===== src/rtl/regarb_pkg.sv =====
// Shared definitions for the register-file write arbiter: FSM state
// encoding, default widths matching the register file, clear-sweep depth.
package regarb_pkg;

    localparam int DEF_DATA_WIDTH = 16;
    localparam int DEF_ADDR_WIDTH = 5;
    localparam int DEF_NUM_REQ    = 3;

    typedef enum logic {
        IDLE  = 1'b0,
        CLEAR = 1'b1
    } state_e;

    // Number of registers covered by a clear sweep.
    function automatic int reg_depth(input int addr_width);
        return 1 << addr_width;
    endfunction

endpackage


===== src/rtl/regfile_wr_arbiter_if.sv =====
// Requester/write-port bundle between the requesters and the arbiter.
// Per-requester address and data are packed arrays, slice k = requester k.
interface regfile_wr_arbiter_if #(
    parameter int DATA_WIDTH = 16,
    parameter int ADDR_WIDTH = 5,
    parameter int NUM_REQ    = 3
);
    logic [NUM_REQ-1:0]                 req_valid;
    logic [NUM_REQ-1:0][ADDR_WIDTH-1:0] req_addr;
    logic [NUM_REQ-1:0][DATA_WIDTH-1:0] req_data;
    logic [NUM_REQ-1:0]                 req_gnt;
    logic                               clear_req;
    logic [ADDR_WIDTH-1:0]              wr_addr;
    logic [DATA_WIDTH-1:0]              wr_data;
    logic                               wr_en;
    logic                               busy;
    logic                               clear_done;

    // Requester side
    modport master (
        output req_valid, req_addr, req_data, clear_req,
        input  req_gnt, wr_addr, wr_data, wr_en, busy, clear_done
    );

    // Arbiter side
    modport slave (
        input  req_valid, req_addr, req_data, clear_req,
        output req_gnt, wr_addr, wr_data, wr_en, busy, clear_done
    );
endinterface


===== src/rtl/regarb_rr_picker.sv =====
// Combinational winner select over an eligible mask.
// Default: round-robin starting at rr_ptr.
// REGARB_FIXED_PRIO_EN: lowest eligible index wins, no pointer input.
module regarb_rr_picker #(
    parameter int NUM_REQ = 3,
    parameter int PTR_W   = $clog2(NUM_REQ)
) (
    input  logic [NUM_REQ-1:0] eligible,
`ifndef REGARB_FIXED_PRIO_EN
    input  logic [PTR_W-1:0]   rr_ptr,
`endif
    output logic [NUM_REQ-1:0] win_onehot,
    output logic               found,
    output logic [PTR_W-1:0]   win_idx
);

    // Scan from the highest search offset down so the last hit is the
    // closest eligible index to the search start.
    always_comb begin
        int j;
        j       = 0;
        found   = 1'b0;
        win_idx = '0;
        for (int i = NUM_REQ - 1; i >= 0; i--) begin
`ifdef REGARB_FIXED_PRIO_EN
            j = i;
`else
            j = int'(rr_ptr) + i;
            if (j >= NUM_REQ)
                j = j - NUM_REQ;
`endif
            if (eligible[PTR_W'(j)]) begin
                found   = 1'b1;
                win_idx = PTR_W'(j);
            end
        end
        win_onehot = found ? (NUM_REQ'(1) << win_idx) : '0;
    end

endmodule


===== src/rtl/regfile_wr_arbiter.sv =====
// Register-file write-port arbiter: registered round-robin grant among
// NUM_REQ requesters plus a full-depth clear sweep on clear_req.
// Optional macro REGARB_FIXED_PRIO_EN selects fixed (lowest index) priority.
module regfile_wr_arbiter
    import regarb_pkg::*;
#(
    parameter int DATA_WIDTH = DEF_DATA_WIDTH,
    parameter int ADDR_WIDTH = DEF_ADDR_WIDTH,
    parameter int NUM_REQ    = DEF_NUM_REQ
) (
    input  logic                 clk,
    input  logic                 rst,
    regfile_wr_arbiter_if.slave  bus
);

    localparam int PTR_W     = $clog2(NUM_REQ);
    localparam int REG_DEPTH = reg_depth(ADDR_WIDTH);
    localparam logic [ADDR_WIDTH-1:0] LAST_ADDR = ADDR_WIDTH'(REG_DEPTH - 1);

    state_e                  state, state_nxt;
    logic [ADDR_WIDTH-1:0]   cnt, cnt_nxt;
    logic [ADDR_WIDTH-1:0]   cnt_inc;

    logic                    wr_en_q, wr_en_nxt;
    logic [ADDR_WIDTH-1:0]   wr_addr_q, wr_addr_nxt;
    logic [DATA_WIDTH-1:0]   wr_data_q, wr_data_nxt;
    logic [NUM_REQ-1:0]      gnt_q, gnt_nxt;
    logic                    busy_q, busy_nxt;
    logic                    done_q, done_nxt;

    logic [NUM_REQ-1:0]      eligible;
    logic [NUM_REQ-1:0]      win_onehot;
    logic                    found;
    logic [PTR_W-1:0]        win_idx;

`ifndef REGARB_FIXED_PRIO_EN
    logic [PTR_W-1:0]        rr_ptr, rr_ptr_nxt;
`endif

    // A requester granted last cycle is still showing its old request.
    assign eligible = bus.req_valid & ~gnt_q;
    assign cnt_inc  = cnt + ADDR_WIDTH'(1);

    regarb_rr_picker #(
        .NUM_REQ (NUM_REQ),
        .PTR_W   (PTR_W)
    ) u_picker (
        .eligible   (eligible),
`ifndef REGARB_FIXED_PRIO_EN
        .rr_ptr     (rr_ptr),
`endif
        .win_onehot (win_onehot),
        .found      (found),
        .win_idx    (win_idx)
    );

    // State register
    always_ff @(posedge clk) begin
        if (rst)
            state <= IDLE;
        else
            state <= state_nxt;
    end

    // Next state: leave CLEAR when the last address is being loaded so the
    // final sweep cycle is already IDLE and can arbitrate for the next one.
    always_comb begin
        state_nxt = state;
        case (state)
            IDLE:    if (bus.clear_req) state_nxt = CLEAR;
            CLEAR:   if (cnt_inc == LAST_ADDR) state_nxt = IDLE;
            default: state_nxt = IDLE;
        endcase
    end

    // Next values of the registered write port, grant and sweep flags
    always_comb begin
        cnt_nxt     = cnt;
        wr_en_nxt   = 1'b0;
        wr_addr_nxt = wr_addr_q;
        wr_data_nxt = wr_data_q;
        gnt_nxt     = '0;
        busy_nxt    = 1'b0;
        done_nxt    = 1'b0;
`ifndef REGARB_FIXED_PRIO_EN
        rr_ptr_nxt  = rr_ptr;
`endif
        case (state)
            IDLE: begin
                if (bus.clear_req) begin
                    cnt_nxt     = '0;
                    wr_en_nxt   = 1'b1;
                    wr_addr_nxt = '0;
                    wr_data_nxt = '0;
                    busy_nxt    = 1'b1;
                    done_nxt    = (LAST_ADDR == '0);
                end else if (found) begin
                    wr_en_nxt   = 1'b1;
                    wr_addr_nxt = bus.req_addr[win_idx];
                    wr_data_nxt = bus.req_data[win_idx];
                    gnt_nxt     = win_onehot;
`ifndef REGARB_FIXED_PRIO_EN
                    rr_ptr_nxt  = (win_idx == PTR_W'(NUM_REQ - 1)) ? '0 : win_idx + PTR_W'(1);
`endif
                end
            end
            CLEAR: begin
                cnt_nxt     = cnt_inc;
                wr_en_nxt   = 1'b1;
                wr_addr_nxt = cnt_inc;
                wr_data_nxt = '0;
                busy_nxt    = 1'b1;
                done_nxt    = (cnt_inc == LAST_ADDR);
            end
            default: ;
        endcase
    end

    // Output and pointer registers
    always_ff @(posedge clk) begin
        if (rst) begin
            cnt       <= '0;
            wr_en_q   <= 1'b0;
            wr_addr_q <= '0;
            wr_data_q <= '0;
            gnt_q     <= '0;
            busy_q    <= 1'b0;
            done_q    <= 1'b0;
`ifndef REGARB_FIXED_PRIO_EN
            rr_ptr    <= '0;
`endif
        end else begin
            cnt       <= cnt_nxt;
            wr_en_q   <= wr_en_nxt;
            wr_addr_q <= wr_addr_nxt;
            wr_data_q <= wr_data_nxt;
            gnt_q     <= gnt_nxt;
            busy_q    <= busy_nxt;
            done_q    <= done_nxt;
`ifndef REGARB_FIXED_PRIO_EN
            rr_ptr    <= rr_ptr_nxt;
`endif
        end
    end

    assign bus.wr_en      = wr_en_q;
    assign bus.wr_addr    = wr_addr_q;
    assign bus.wr_data    = wr_data_q;
    assign bus.req_gnt    = gnt_q;
    assign bus.busy       = busy_q;
    assign bus.clear_done = done_q;

endmodule


===== src/flat_wrapper.sv =====
// flat-port wrapper written by rule: the top's interface ports become plain ports
module regfile_wr_arbiter_flat import regarb_pkg::*;
#(
    parameter int DATA_WIDTH = DEF_DATA_WIDTH,
    parameter int ADDR_WIDTH = DEF_ADDR_WIDTH,
    parameter int NUM_REQ    = DEF_NUM_REQ
)
  (clk, rst, bus_req_valid, bus_req_addr, bus_req_data, bus_clear_req, bus_req_gnt, bus_wr_addr, bus_wr_data, bus_wr_en, bus_busy, bus_clear_done);
  regfile_wr_arbiter_if #(.DATA_WIDTH(DATA_WIDTH), .ADDR_WIDTH(ADDR_WIDTH), .NUM_REQ(NUM_REQ)) bus_i ();
  input  logic clk;
  input  logic rst;
  input wire logic [$bits(bus_i.req_valid)-1:0] bus_req_valid;
  input wire logic [$bits(bus_i.req_addr)-1:0] bus_req_addr;
  input wire logic [$bits(bus_i.req_data)-1:0] bus_req_data;
  input wire logic [$bits(bus_i.clear_req)-1:0] bus_clear_req;
  output wire logic [$bits(bus_i.req_gnt)-1:0] bus_req_gnt;
  output wire logic [$bits(bus_i.wr_addr)-1:0] bus_wr_addr;
  output wire logic [$bits(bus_i.wr_data)-1:0] bus_wr_data;
  output wire logic [$bits(bus_i.wr_en)-1:0] bus_wr_en;
  output wire logic [$bits(bus_i.busy)-1:0] bus_busy;
  output wire logic [$bits(bus_i.clear_done)-1:0] bus_clear_done;
  assign bus_i.req_valid = bus_req_valid;
  assign bus_i.req_addr = bus_req_addr;
  assign bus_i.req_data = bus_req_data;
  assign bus_i.clear_req = bus_clear_req;
  assign bus_req_gnt = bus_i.req_gnt;
  assign bus_wr_addr = bus_i.wr_addr;
  assign bus_wr_data = bus_i.wr_data;
  assign bus_wr_en = bus_i.wr_en;
  assign bus_busy = bus_i.busy;
  assign bus_clear_done = bus_i.clear_done;
  regfile_wr_arbiter #(.DATA_WIDTH(DATA_WIDTH), .ADDR_WIDTH(ADDR_WIDTH), .NUM_REQ(NUM_REQ)) u_core (.clk(clk), .rst(rst), .bus(bus_i));
endmodule

===== config.mk =====
export PLATFORM = sky130hd
export DESIGN_NAME = regfile_wr_arbiter_flat
export DESIGN_NICKNAME = d
export VERILOG_FILES = /design/src/rtl/regarb_pkg.sv /design/src/rtl/regfile_wr_arbiter_if.sv /design/src/rtl/regarb_rr_picker.sv /design/src/rtl/regfile_wr_arbiter.sv /design/src/flat_wrapper.sv
export SDC_FILE = /design/constraint.sdc
export NUM_CORES = 1
export LEC_CHECK = 0
export ABC_AREA = 1
export CORE_ASPECT_RATIO = 0.9
export CORE_UTILIZATION = 45
export CTS_BUF_LIST = sky130_fd_sc_hd__clkbuf_16
export CTS_CLUSTER_SIZE = 25
export DETAILED_ROUTE_END_ITERATION = 12
export GPL_ROUTABILITY_DRIVEN = 1
export PLACE_DENSITY = 0.85
export SETUP_SLACK_MARGIN = 0.05
export SYNTH_ARGS = -nofsm -noshare
export SYNTH_HDL_FRONTEND = slang
export SYNTH_SLANG_ARGS = --single-unit

===== constraint.sdc =====
create_clock -name clk -period 2.64 [get_ports clk]
set_input_delay 0.66 -clock clk [delete_from_list [all_inputs] [get_ports clk]]
set_output_delay 0.66 -clock clk [all_outputs]
set_load 0.01 [all_outputs]

==> results.md <==
* Layout fillers at 412
* Cells after synthesis at about 340
* Static leakage at between 1.5 and 2 nW
* H-Tree Depth at 2
* Final Max Slew Viols at 0
* CP Cell Sequence: clkdlybuf4s50_1 > nand2_1 > o21ai_2 > nand3_1 > nand2_4 > inv_2 > nand3_1 > nand3_1 > nand2_1 > inv_1
* Crit path kind: primary input to flop
* DIE AREA at ~5100 um2
* Gr usage total at 0.259
* Via count at roughly 2500
* CP max stage cell: clkdlybuf4s50_1
* GRT overflow at 0
* Dpl cells at between 400 and 500
* # clock sinks at 35
* Crit path DAT at 2420 ps
* Worst r2r path cells at 14
* Core Footprint at roughly 4500 um2
* Critical-path maximum fanout at 25
* Syn nets at roughly 400
* Fin cells at a little under 500
* Pwr Density at between 800 and 900 nW/um2
* Synth Area in Compound Gates at 0.0639
* Worst-Margin Slew at between 300 and 400 ps
* Setup Skew at between 4 and 5 ps
* Maximum clock insertion buffer count at 2
* Sw power at between 1 and 1.5 mW
* XOR/XNOR Fraction of Synth Area at 0.00806
* Num CTS Buffers at 5
* Hold Path Cell Cnt at 2
* Hold_ws at roughly 480 ps
* Top Ports at 96
* Clock power frac at 0.204
* Seq pwr share at 0.239
* Most frequent CP cell: nand3_1
* Post-synth EDFFs at 0
* Vias in the first global route at 2255
* Post-Synth Adder-Cell Area at 0.0230
* Post-synthesis simple-gate area fraction at 0.492
* Largest cells by area after synthesis: dfxtp_1 32%, nand2_1 25%, nand3_1 13%, buf_6 3.1%, inv_1 2.8%
* Final setup viols at 0
* Hold buffers post-CTS at 0
* CP Capture Type: flop
* Antenna cells at 0
* Clock transition at path regs at 60 ps
* Synth Warn # at 0
* Status: completed
* Initial DRT Pass Iterations at 4
* CP startpoint kind: primary input
* PortBufs at 95
* Die width at about 75 um
* Yosys cell types at 27
* DR WL/cell at between 10 and 15 um
* Worst vdd ir at ~440 uV
* Post-synth top flop: dfxtp_1
* Post-CTS setup buffers at 0
* Internal Power at 1.59 mW
* Die height at 67.9 um
* Max Fclk at 0.446 GHz
* Initial antenna violation count at 0
* Residual DRC at 0
* Slowest Stage Delay on Critical Path at about 460 ps
* CTS root buf: clkbuf_16
* Avg Inst Size Synth at between 6 and 7 um2
* Fin Setup TNS at 0 ps
* RSZ-0062 raised after global routing: false
* Final nets at a little over 500
* CP required at ~2800 ps
* Wire length of the first global-routing pass at between 9000 and 10000 um
* Initial core utilization at 0.478
* Final ANT Viol Nets at 0
* Count of standard-cell rows at 23
* Sw frac at 0.443
* Max-Cap Viols at 0
* CTS tree: done
* Ys async rst share at 0
* RePlAce Congestion at approximately 0.84
* Top cell type's share of synthesized area at 0.323
* Hold Path Class: flop to flop
* Iteration-0 DRC Markers at between 90 and 100
* Sequential fraction of the synthesis area at 0.323
* Syn-to-layout area delta at 51.1%
* Max transition margin at 0.751
* Synth Register Bits at 35
* Synth cell count leaders: 145 x nand2_1, 55 x nand3_1, 35 x dfxtp_1
* Most frequent cell after synthesis: nand2_1
* Ratio of cells with drive above 1 in the final layout at 0.0998
* Post-CTS resize count at 0
* Comb pwr share at 0.557
* Main combinational cell family by area after synthesis: simple AND/OR/NAND/NOR gates
* HPWL after DPL at 4900 um
* Final wirelength at ~6300 um
* Via/cell ratio at 5.01
* Mux cell area share after synthesis at 0
* Minimum clock period at around 2200 ps
* Period utilization at 0.849
* Largest net degree at the start of global routing at 26
* Hold violation total from the final report at 0
* Synthesized cell area at around 2200 um2
* Clk_lat worst skew at between 200 and 300 ps
* Total power at 2.85 mW
* Area leader, netlist: dfxtp_1
==> metrics by stage <==
stage	instance area, um2	util	worst slack (ps)
6_report	3280	0.722	398
5_1_grt	3280	0.722	212
4_1_cts	3280	0.722	403
3_5_place_dp	3140	0.690	114
3_3_place_gp	3140	0.690	203
2_1_floorplan	2170	-	882
==> layout make-up <==
class,count,area [um2],share of cell area
clock inverters,3,20.0,0.00610
inverters,22,82.6,0.0252
well taps,62,77.6,0.0236
flip-flops and latches,35,701,0.213
multi-input cells,266,1270,0.388
clock buffers,5,125,0.0381
repair buffers,100,1000,0.305
==> final timing paths <==
| kind | endpoint | startpoint | slack [ps] |
|---|---|---|---|
| max | u_core.bus.wr_data[13] | bus_req_valid[2] | 400 |
| min reg2reg | u_core.bus.wr_data[7] | u_core.bus.wr_data[7] | 480 |
| max reg2reg | u_core.bus.wr_addr[0] | u_core.rr_ptr[0] | 520 |
| min | u_core.bus.wr_data[7] | u_core.bus.wr_data[7] | 480 |
==> power by group through the flow <==
stage | sequential, mW | combinational [mW] | clock [mW]
2_1_floorplan | 0.721 | 1.13 | 0
6_report | 0.682 | 1.59 | 0.582
4_1_cts | 0.681 | 1.59 | 0.584
3_3_place_gp | 0.690 | 1.55 | 0
3_5_place_dp | 0.690 | 1.58 | 0
5_1_grt | 0.693 | 1.76 | 0.605
==> metal layers <==
layer	part of all wire	vias to the layer above	wire length (um)	track usage
li1	-	1261	-	-
met1	0.42	1089	2650	0.292
met2	0.47	113	3000	0.476
met3	0.10	7	644	0.0810
met4	0.0087	0	55	0.0625
met5	0	-	0	0
==> kinds of logic after synthesis <==
family / count (synthesis)
AND/OR/NAND/NOR: 237
XOR/XNOR: 2
adder cells (fa/ha/maj): 4
buffers and inverters: 37
AO/OA/AOI/OAI: 23
flip-flops: 35
==> placed cells by master (no fill, tap or decap), drive strengths merged <==
master,n
ha,4
a21oi,12
xnor2,1
clkinv,1
and2,1
clkbuf,5
nand2,155
o22ai,1
nor2,18
dfxtp,35
inv,22
nand3,60
clkinvlp,2
nand4,2
xor2,1
nor3,1
clkdlybuf4s50,95
a31o,1
o21ai,9
buf,5
==> flip-flops by register name, indices dropped and copies added, names as in the netlist <==
signal and cells:
u_core.rr_ptr 2, u_core.bus.busy 1, u_core.bus.clear_done 1, u_core.cnt 5, u_core.bus.wr_addr 5, u_core.bus.wr_en 1, u_core.state 1, u_core.bus.req_gnt 3
u_core.bus.wr_data 16
==> worst max-delay path, delay by kind of cell <==
kind	cells	cell delay, ps
simple gates	6	920
compound gates	1	190
buf+inv	3	640
No activity file was read; power rests on OpenSTA's default activity.
